==> config.mk <==
export PLATFORM = sky130hd
export DESIGN_NAME = sb_tx_arbiter
export DESIGN_NICKNAME = d
export VERILOG_FILES = /design/src/rtl/sb_pkg.sv /design/src/rtl/sb_rr_arbiter.sv /design/src/rtl/sb_tx_arbiter.sv
export SDC_FILE = /design/constraint.sdc
export NUM_CORES = 1
export LEC_CHECK = 0
export CORE_AREA = 2 2 201 203
export CTS_CLUSTER_DIAMETER = 30
export DETAILED_ROUTE_END_ITERATION = 8
export DIE_AREA = 0 0 203 205
export PLACE_DENSITY_LB_ADDON = 0.15
export SLEW_MARGIN = 20
export SYNTH_ARGS = -nofsm -noshare
export SYNTH_HDL_FRONTEND = slang
export SYNTH_SLANG_ARGS = --single-unit
==> constraint.sdc <==
create_clock -name i_clk -period 2.6 [get_ports i_clk]
set_input_delay 0.26 -clock i_clk [delete_from_list [all_inputs] [get_ports i_clk]]
set_output_delay 0.26 -clock i_clk [all_outputs]
set_load 0.02 [all_outputs]
==> src/rtl/sb_pkg.sv <==
// Shared types and constants for the sideband TX path.
// Imported by the arbiter top and its round-robin picker.
package sb_pkg;

    localparam int SB_HDR_W      = 62;
    localparam int SB_DATA_W     = 64;
    localparam int SB_TX_TIMEOUT = 255;
    localparam int SB_TO_CNT_W   = 8;

    typedef enum logic [2:0] {
        IDLE      = 3'd0,
        ISSUE     = 3'd1,
        WAIT_HDR  = 3'd2,
        WAIT_DATA = 3'd3,
        DONE      = 3'd4
    } sb_tx_arb_state_e;

    function automatic int sb_idx_w(input int n);
        return (n > 1) ? $clog2(n) : 1;
    endfunction

endpackage

==> src/rtl/sb_rr_arbiter.sv <==
// Combinational round-robin pick: first requester at or after ptr,
// wrapping around, wins.
module sb_rr_arbiter
    import sb_pkg::*;
#(
    parameter int N     = 3,
    parameter int IDX_W = sb_idx_w(N)
) (
    input  logic [N-1:0]     req,
    input  logic [IDX_W-1:0] ptr,
    output logic [N-1:0]     grant,
    output logic [IDX_W-1:0] idx,
    output logic             any
);

    int k;

    always_comb begin
        grant = '0;
        idx   = '0;
        any   = 1'b0;
        k     = 0;
        for (int i = 0; i < N; i++) begin
            k = (int'(ptr) + i) % N;
            if (!any && req[k]) begin
                any      = 1'b1;
                grant[k] = 1'b1;
                idx      = IDX_W'(k);
            end
        end
    end

endmodule

==> src/rtl/sb_tx_arbiter.sv <==
// Sideband TX arbiter: picks one requester round-robin and walks the
// framer through header and optional data phases with a per-phase timeout.
module sb_tx_arbiter
    import sb_pkg::*;
#(
    parameter int N_REQ       = 3,
    parameter int TIMEOUT_CYC = SB_TX_TIMEOUT
) (
    input  logic                       i_clk,
    input  logic                       i_rst,
    input  logic [N_REQ-1:0]           i_req_valid,
    input  logic [N_REQ*SB_HDR_W-1:0]  i_req_header,
    input  logic [N_REQ*SB_DATA_W-1:0] i_req_data,
    output logic [N_REQ-1:0]           o_req_ack,
    output logic [N_REQ-1:0]           o_req_done,
    output logic                       o_req_err,
    output logic [SB_HDR_W-1:0]        o_header,
    output logic [SB_DATA_W-1:0]       o_data,
    output logic                       o_header_valid,
    output logic                       o_d_valid,
    input  logic                       i_packet_valid,
    output logic                       o_busy
);

    localparam int IDX_W = sb_idx_w(N_REQ);
    localparam logic [SB_TO_CNT_W-1:0] TO_LIM = SB_TO_CNT_W'(TIMEOUT_CYC);

    sb_tx_arb_state_e       state_q, state_nx;
    logic [IDX_W-1:0]       rr_ptr_q, ptr_nxt;
    logic [SB_TO_CNT_W-1:0] to_cnt_q, to_nx, cnt_inc;
    logic                   err_q, err_nx;
    logic [SB_HDR_W-1:0]    hdr_q, arb_hdr;
    logic [SB_DATA_W-1:0]   data_q, arb_data;
    logic [IDX_W-1:0]       idx_q, arb_idx;
    logic [N_REQ-1:0]       arb_grant, idx_oh;
    logic                   arb_any;

    sb_rr_arbiter #(
        .N     (N_REQ),
        .IDX_W (IDX_W)
    ) u_rr (
        .req   (i_req_valid),
        .ptr   (rr_ptr_q),
        .grant (arb_grant),
        .idx   (arb_idx),
        .any   (arb_any)
    );

    assign arb_hdr  = i_req_header[int'(arb_idx)*SB_HDR_W +: SB_HDR_W];
    assign arb_data = i_req_data[int'(arb_idx)*SB_DATA_W +: SB_DATA_W];
    assign cnt_inc  = to_cnt_q + SB_TO_CNT_W'(1);
    assign idx_oh   = N_REQ'(1) << idx_q;

    always_comb begin
        if (int'(idx_q) == N_REQ - 1)
            ptr_nxt = '0;
        else
            ptr_nxt = idx_q + IDX_W'(1);
    end

    // A phase pulse beats a simultaneous timeout.
    always_comb begin
        state_nx = state_q;
        to_nx    = to_cnt_q;
        err_nx   = 1'b0;
        unique case (state_q)
            IDLE: begin
                if (arb_any)
                    state_nx = ISSUE;
            end
            ISSUE: begin
                to_nx    = '0;
                state_nx = WAIT_HDR;
            end
            WAIT_HDR: begin
                if (i_packet_valid) begin
                    to_nx    = '0;
                    state_nx = (data_q != '0) ? WAIT_DATA : DONE;
                end else if (cnt_inc == TO_LIM) begin
                    to_nx    = '0;
                    err_nx   = 1'b1;
                    state_nx = DONE;
                end else begin
                    to_nx = cnt_inc;
                end
            end
            WAIT_DATA: begin
                if (i_packet_valid) begin
                    to_nx    = '0;
                    state_nx = DONE;
                end else if (cnt_inc == TO_LIM) begin
                    to_nx    = '0;
                    err_nx   = 1'b1;
                    state_nx = DONE;
                end else begin
                    to_nx = cnt_inc;
                end
            end
            DONE: begin
                state_nx = IDLE;
            end
            default: begin
                state_nx = IDLE;
            end
        endcase
    end

    always_ff @(posedge i_clk) begin
        if (i_rst) begin
            state_q  <= IDLE;
            rr_ptr_q <= '0;
            to_cnt_q <= '0;
            err_q    <= 1'b0;
            hdr_q    <= '0;
            data_q   <= '0;
            idx_q    <= '0;
        end else begin
            state_q  <= state_nx;
            to_cnt_q <= to_nx;
            err_q    <= err_nx;
            if (state_q == IDLE && arb_any) begin
                hdr_q  <= arb_hdr;
                data_q <= arb_data;
                idx_q  <= arb_idx;
            end
            if (state_q == DONE)
                rr_ptr_q <= ptr_nxt;
        end
    end

    assign o_busy         = (state_q != IDLE);
    assign o_header       = o_busy ? hdr_q : '0;
    assign o_data         = o_busy ? data_q : '0;
    assign o_header_valid = (state_q == ISSUE);
    assign o_d_valid      = (state_q == ISSUE);
    assign o_req_ack      = (state_q == ISSUE) ? idx_oh : '0;
    assign o_req_done     = (state_q == DONE) ? idx_oh : '0;
    assign o_req_err      = (state_q == DONE) && err_q;

endmodule

== Word-level counts from Yosys, hierarchy flattened ==
Cells that the tools add are included.

* Register bits: 142
* Bits of input ports: 384
* Output and inout bits: 136
* Word-level logic and storage cells: 71

* Add/sub/neg operators: 4
* $mul: 1
* Divide/modulo/power cells: 3
* Magnitude comparators: 3
* Equality and inequality tests: 7
* Shift-type cells: 3
* Mux-type cells: 30
* Bitwise logic cells: 1
* Reductions and logical operators: 12

{| class="wikitable"
|+ Operators by type and width
! operator !! count
|-
| variable part select 192 x 9 -> 64 bit || 1
|-
| variable part select 186 x 9 -> 62 bit || 1
|-
| < comparator 32 x 4 -> 1 bit, second input constant || 3
|-
| remainder unit 32 x 3 -> 32 bit, second input constant || 2
|-
| 2-to-1 mux 64 bit || 1
|-
| nonzero test 64 bit || 1
|-
| 2-to-1 mux 62 bit || 1
|-
| remainder unit 3 x 3 -> 32 bit, second input constant || 1
|-
| 2-to-1 mux 3 bit || 7
|-
| 2-to-1 mux 8 bit || 2
|-
| one-hot mux 8 bit (2 select lines) || 1
|-
| one-hot mux 3 bit (4 select lines) || 1
|-
| 2-to-1 mux 1 bit || 10
|-
| adder 8 x 1 -> 8 bit, second input constant || 1
|-
| == test 8 bit, second input constant || 1
|-
| 2-to-1 mux 2 bit || 4
|-
| multiplier 2 x 5 -> 7 bit, second input constant || 1
|-
| binary-select mux 1 bit (select 2 bit) || 3
|-
| == test 3 x 2 -> 1 bit, second input constant || 2
|-
| logical AND 1 bit || 4
|-
| adder 2 x 1 -> 3 bit, second input constant || 1
|-
| adder 2 x 2 -> 3 bit, second input constant || 1
|-
| == test 3 x 1 -> 1 bit, second input constant || 1
|-
| == test 3 bit, second input constant || 1
|-
| 11 further kinds || 12
|}

== Depth between registers and ports, before layout ==
* Word-level depth: 13
* Depth in mapped cells: 11

== Hierarchy ==
From an unflattened synthesis, not the netlist that was laid out.

* Cells, all modules: 1,179
* Area total of the unflattened synthesis: 8,971.1 um^2

{| class="wikitable"
|+ Modules (own cells, without submodules)
! module !! times used !! cells each !! area an instance (um^2) !! seq. area each (um^2)
|-
| sb_tx_arbiter || 1 || 1,127 || 8,589.5 || 2,842.7
|-
| sb_rr_arbiter || 1 || 52 || 381.6 || 0.0
|}

== Worst setup path before layout ==
OpenSTA, ideal clock, no wires.

* Path type: reg-to-reg
* Start point: register rr_ptr_q[0]
* End point: register data_q[56]
* Library setup time: 0.117 ns
* Arrival time: 2.145 ns
* Setup slack: 0.338 ns
* Stages on the path, launching flop included: 12
* Cell sequence: dfxtp_1 -> inv_1 -> ha_1 -> clkbuf_1 -> maj3_1 -> o221a_2 -> buf_2 -> buf_2 -> buf_2 -> nand2_1 -> and3_1 -> o21ai_1

* Cells in the longest elaborated chain, start to end: 12

{| class="wikitable"
|+ RTL lines
! what !! RTL line !! RTL
|-
| start, declared || sb_tx_arbiter.sv:29 || <nowiki>logic [IDX_W-1:0] rr_ptr_q, ptr_nxt;</nowiki>
|-
| start signal, assigned || sb_tx_arbiter.sv:127 || <nowiki>rr_ptr_q <= ptr_nxt;</nowiki>
|-
| branches (longest 12 deep; another with remainder unit 32 x 3 -> 32 bit) || -- ||
|-
| end signal, assigned || sb_tx_arbiter.sv:123 || <nowiki>data_q <= arb_data;</nowiki>
|-
| end, declared || sb_tx_arbiter.sv:33 || <nowiki>logic [SB_DATA_W-1:0] data_q, arb_data;</nowiki>
|}

Parallel ways; which one is timed is not known. The select of a mux whose other input is x is not followed.
A chain may end at the register's enable or synchronous reset.

== Final worst setup path ==
* Start point: register state_q[1]
* End point: output port o_data[6]

* Cells in the longest elaborated chain, start to end: 2

{| class="wikitable"
|+ RTL lines
! what !! RTL line !! RTL
|-
| start, declared || sb_tx_arbiter.sv:28 || <nowiki>sb_tx_arb_state_e state_q, state_nx;</nowiki>
|-
| start signal, assigned || sb_tx_arbiter.sv:118 || <nowiki>state_q <= state_nx;</nowiki>
|-
| nonzero test 3 bit || sb_tx_arbiter.sv:131 || <nowiki>assign o_busy = (state_q != IDLE);</nowiki>
|-
| 2-to-1 mux 64 bit || sb_tx_arbiter.sv:133 || <nowiki>assign o_data = o_busy ? data_q : '0;</nowiki>
|-
| end, declared || sb_tx_arbiter.sv:18 || <nowiki>output logic [SB_DATA_W-1:0] o_data,</nowiki>
|}

Every way passes these cells.

==> reports/qor.csv <==
stage,metric,value,unit
job,timing.max_cap.violations,0,
cells_and_area,nFillCells,4148,
route,drtPass1Iterations,5,
power,sequentialPowerShare,0.317,
clock_tree,clock_insertion_delay_worst_skew,0.45,ns
yosys,post-synth-top-area-fraction,0.317,
cells_and_area,layout.core_utilization,0.390,
yosys,syn_area_per_cell,7.01,um2
clock_tree,clock_path_buffers,2,
min_path,worstHoldPathCells,2,
yosys,synth-edff-count,0,
die,num_io_pins,520,
route,vias,10704,
route,routed-wl-met2,21500,um
timing,worst_slew_slack_as_a_fraction_of_its_limit,0.422,
power,vdd_drop_max,0.452,mV
yosys,yosys_most_used_dff,sky130_fd_sc_hd__dfxtp_1,
worst_setup_path,criticalPathCategory,reg2out,
placement,buffer_ports.inserted,519,
power,p_clk_frac,0.287,
global_route,grt_overflow,0,
timing,hold_violations,0,
global_route,grt_max_degree,131,
placement,hpwl,33100,um
timing,finalHoldWorstSlack,0.162,ns
worst_setup_path,delay_heaviest_family_cp,buffers and inverters,
placement,routabilityCongestion,0.821,
timing,timing_max_transition_violations_final,0,
timing,report.final.setup_viol,0,
worst_setup_path,worst_ep_arrival_time,2.25,ns
yosys,mappedNetlistArea,8950,um2
worst_setup_path,critical_path_buf_inv_count,2,
route,wire_length_the_detailed_router_placed_on_met1,18800,um
worst_setup_path,critPathRequiredTime,2.34,ns
worst_setup_path,start_kind,register,
worst_setup_path,timing.critical_path.depth,4,
route,final_antenna_net_count,0,
worst_setup_path,cp_cell_instances,or3_4 -> buf_12 -> and2_1 -> clkdlybuf4s50_1,
timing,max_slew.worst_pin.slew,0.866,ns
yosys,synth.largest_area_cell,sky130_fd_sc_hd__dfxtp_1,
route,wirelength,45400,um
yosys,async_flop_share,0,
cells_and_area,syn2layout_area_growth,71.4,%
worst_setup_path,timing.critical_path.to_type,output pin,
die,floorplan.die.height,205,um
route,met3_length,3830,um
cells_and_area,finish.net_count,2124,
status,status,completed,
worst_setup_path,worst_reg_to_reg_path_cell_count,9,
yosys,ys_seq_elements,142,
clock_tree,clockRootBuffer,sky130_fd_sc_hd__clkbuf_16,
die,floorplan.initialDensity,0.227,
route,drc,0,
global_route,antenna_found_initial,3,
route,post_dr_vias_cell,4.71,
timing,fin_worst_skew,0.0117,ns
cells_and_area,drive_gt1_frac,0.0406,
timing,final_min_period_over_clock_period,0.964,
clock_tree,cts.htree.levels,4,
power,netSwitchingFraction,0.351,
global_route,vias_in_the_first_global_route,10590,
power,total_leakage_power,5.93,nW
die,floorplan.core_area,39400,um2
power,power_density,579,nW/um2
power,power.internal,0.00577,W
die,placement_rows,73,
clock_tree,cts_buffers,17,
timing,minimum_period_implied_by_the_final_worst_setup_slack,2.51,ns
global_route,grt_util_all_layers,0.209,
worst_setup_path,worst_path_max_delay_cell,sky130_fd_sc_hd__clkdlybuf4s50_1,
yosys,ys.warnings.count,0,
min_path,hold_path_class,in2reg,
yosys,ys_top_cells_by_area,"sky130_fd_sc_hd__dfxtp_1 32%, sky130_fd_sc_hd__nand2_1 11%, sky130_fd_sc_hd__nand3b_1 11%",
die,die_w,203,um
clock_tree,worst_setup_hold_path_clk_slew,0.06,ns
power,netSwitchingPower,0.00312,W
yosys,seq_area_frac_synth,0.317,
route,post_drt_wl_per_cell,20.0,um
clock_tree,cts.sinks,142,
worst_setup_path,cp_slowest_stage_delay,0.56,ns
timing,fmax,0.399,GHz
route,drt_first_iter_violations,496,
clock_tree,tritoncts_clock_tree,built,
die,dieArea,41600,um2
route,highest-signal-layer,met4,
yosys,yosysUniqueCellTypes,47,
yosys,post_synth_inst_count,1278,
global_route,first_pass_grt_wire_length,65500,um
yosys,mappedNetlistNets,1666,
power,power.share.combinational,0.396,
timing,final.setup.worst_slack,0.0925,ns
worst_setup_path,path_max_fanout,62,
placement,dp_slack,0.140,ns
-- repair_timing --
| action | 4_1_cts | 5_1_grt |
|---|---|---|
| gates cloned | 0 | 1 |
| endpoints found under the setup margin | 25 | 105 |
| hold buffers | 0 | 0 |
| setup buffers | 0 | 3 |
| pin swaps | 0 | 1 |
| endpoints found under the hold margin | 0 | 0 |
| gates resized for setup | 25 | 3 |
-- cell usage in the layout (no fill, tap or decap), types with 2 or more instances in the layout --
master / count
sky130_fd_sc_hd__buf_12: 16
sky130_fd_sc_hd__clkdlybuf4s50_1: 492
sky130_fd_sc_hd__dfxtp_1: 142
sky130_fd_sc_hd__nor2b_1: 2
sky130_fd_sc_hd__clkbuf_1: 3
sky130_fd_sc_hd__bufinv_16: 3
sky130_fd_sc_hd__inv_1: 6
sky130_fd_sc_hd__clkbuf_16: 18
sky130_fd_sc_hd__clkinv_2: 5
sky130_fd_sc_hd__and2_1: 127
sky130_fd_sc_hd__nor4_1: 18
sky130_fd_sc_hd__nor2_1: 20
sky130_fd_sc_hd__nor3_1: 5
sky130_fd_sc_hd__nor3b_1: 5
sky130_fd_sc_hd__a21oi_1: 12
sky130_fd_sc_hd__nand2b_1: 2
sky130_fd_sc_hd__nand3b_1: 131
sky130_fd_sc_hd__a21o_1: 2
sky130_fd_sc_hd__diode_2: 3
sky130_fd_sc_hd__o21ai_1: 161
sky130_fd_sc_hd__nand3_1: 7
sky130_fd_sc_hd__maj3_1: 2
sky130_fd_sc_hd__buf_4: 20
sky130_fd_sc_hd__nand2_1: 265
sky130_fd_sc_hd__dlygate4sd2_1: 25
sky130_fd_sc_hd__ha_1: 4
sky130_fd_sc_hd__o21ai_0: 97
sky130_fd_sc_hd__and3_1: 128
sky130_fd_sc_hd__clkbuf_8: 2
sky130_fd_sc_hd__nand4_1: 4
-- worst paths after layout --
kind	start	endpoint	slack (ns)
hold reg to reg	hdr_q[57]	hdr_q[57]	0.47
hold / removal	i_rst	state_q[1]	0.16
setup reg to reg	rr_ptr_q[0]	data_q[23]	0.16
setup / recovery	state_q[1]	o_data[6]	0.09
-- kinds of logic (layout without fill, tap and decap cells) --
group,Yosys count,after routing,synth area share
simple gates,719,719,0.443
compound gates,287,287,0.168
flops,142,142,0.317
buf+inv,122,591,0.0623
fa+ha+maj,6,6,0.00782
xor+xnor,2,2,0.00196
other cells,0,3,0
-- Yosys cell counts, types with 2 or more instances --
cell,number
sky130_fd_sc_hd__a21o_1,2
sky130_fd_sc_hd__a21oi_1,12
sky130_fd_sc_hd__and2_1,127
sky130_fd_sc_hd__and3_1,128
sky130_fd_sc_hd__buf_2,29
sky130_fd_sc_hd__buf_4,5
sky130_fd_sc_hd__buf_6,6
sky130_fd_sc_hd__clkbuf_1,75
sky130_fd_sc_hd__dfxtp_1,142
sky130_fd_sc_hd__ha_1,4
sky130_fd_sc_hd__inv_1,6
sky130_fd_sc_hd__maj3_1,2
sky130_fd_sc_hd__nand2_1,265
sky130_fd_sc_hd__nand2b_1,2
sky130_fd_sc_hd__nand3_1,7
sky130_fd_sc_hd__nand3b_1,131
sky130_fd_sc_hd__nand4_1,4
sky130_fd_sc_hd__nor2_1,20
sky130_fd_sc_hd__nor2b_1,2
sky130_fd_sc_hd__nor3_1,5
sky130_fd_sc_hd__nor3b_1,5
sky130_fd_sc_hd__nor4_1,18
sky130_fd_sc_hd__o21ai_0,97
sky130_fd_sc_hd__o21ai_1,161
-- worst reg2reg max path: cells and delay by family (launching register included) --
family | cells | cell delay (ns)
compound gates | 2 | 0.30
fa+ha+maj | 2 | 0.84
buf+inv | 3 | 0.56
flops | 1 | 0.36
simple gates | 2 | 0.31
-- power groups by stage --
| stage | logic (W) | clock network, W | registers (W) |
|---|---|---|---|
| 2_1_floorplan | 0.00180 | 0 | 0.00275 |
| 5_1_grt | 0.00383 | 0.00271 | 0.00286 |
| 3_5_place_dp | 0.00358 | 0 | 0.00286 |
| 6_report | 0.00352 | 0.00255 | 0.00282 |
| 4_1_cts | 0.00356 | 0.00262 | 0.00282 |
| 3_3_place_gp | 0.00358 | 0 | 0.00285 |
-- state kept, by name, summed over array words and instances (netlist names) --
register / flops
state_q: 3
hdr_q: 62
to_cnt_q: 8
data_q: 64
rr_ptr_q: 2
err_q: 1
idx_q: 2
-- metal layers --
layer,vias up,global-route usage
li1,5298,-
met1,4953,0.242
met2,396,0.359
met3,57,0.0713
met4,0,0.0730
met5,-,0
-- final cells by class --
type	count	area [um2]	share of cell area
Multi-Input combinational cell	1014	5590	0.364
Clock inverter	8	115	0.00750
Tap cell	525	657	0.0428
Antenna cell	3	7.51	0.000489
Inverter	6	22.5	0.00147
Timing Repair Buffer	555	5650	0.368
Sequential cell	142	2840	0.185
Clock buffer	22	464	0.0302
-- through the flow --
step                setup TNS [ns]  instance area [um2]  power [W]  cells
detailed placement               0                14800    0.00644   2238
CTS                              0                15300    0.00900   2268
finish                           0                15400    0.00889   2275
floorplan                        0                 8950    0.00455   1278
global route               -0.0352                15400    0.00941   2275
global placement                 0                14800    0.00643   2238
Power figures use the tool's default switching activity.
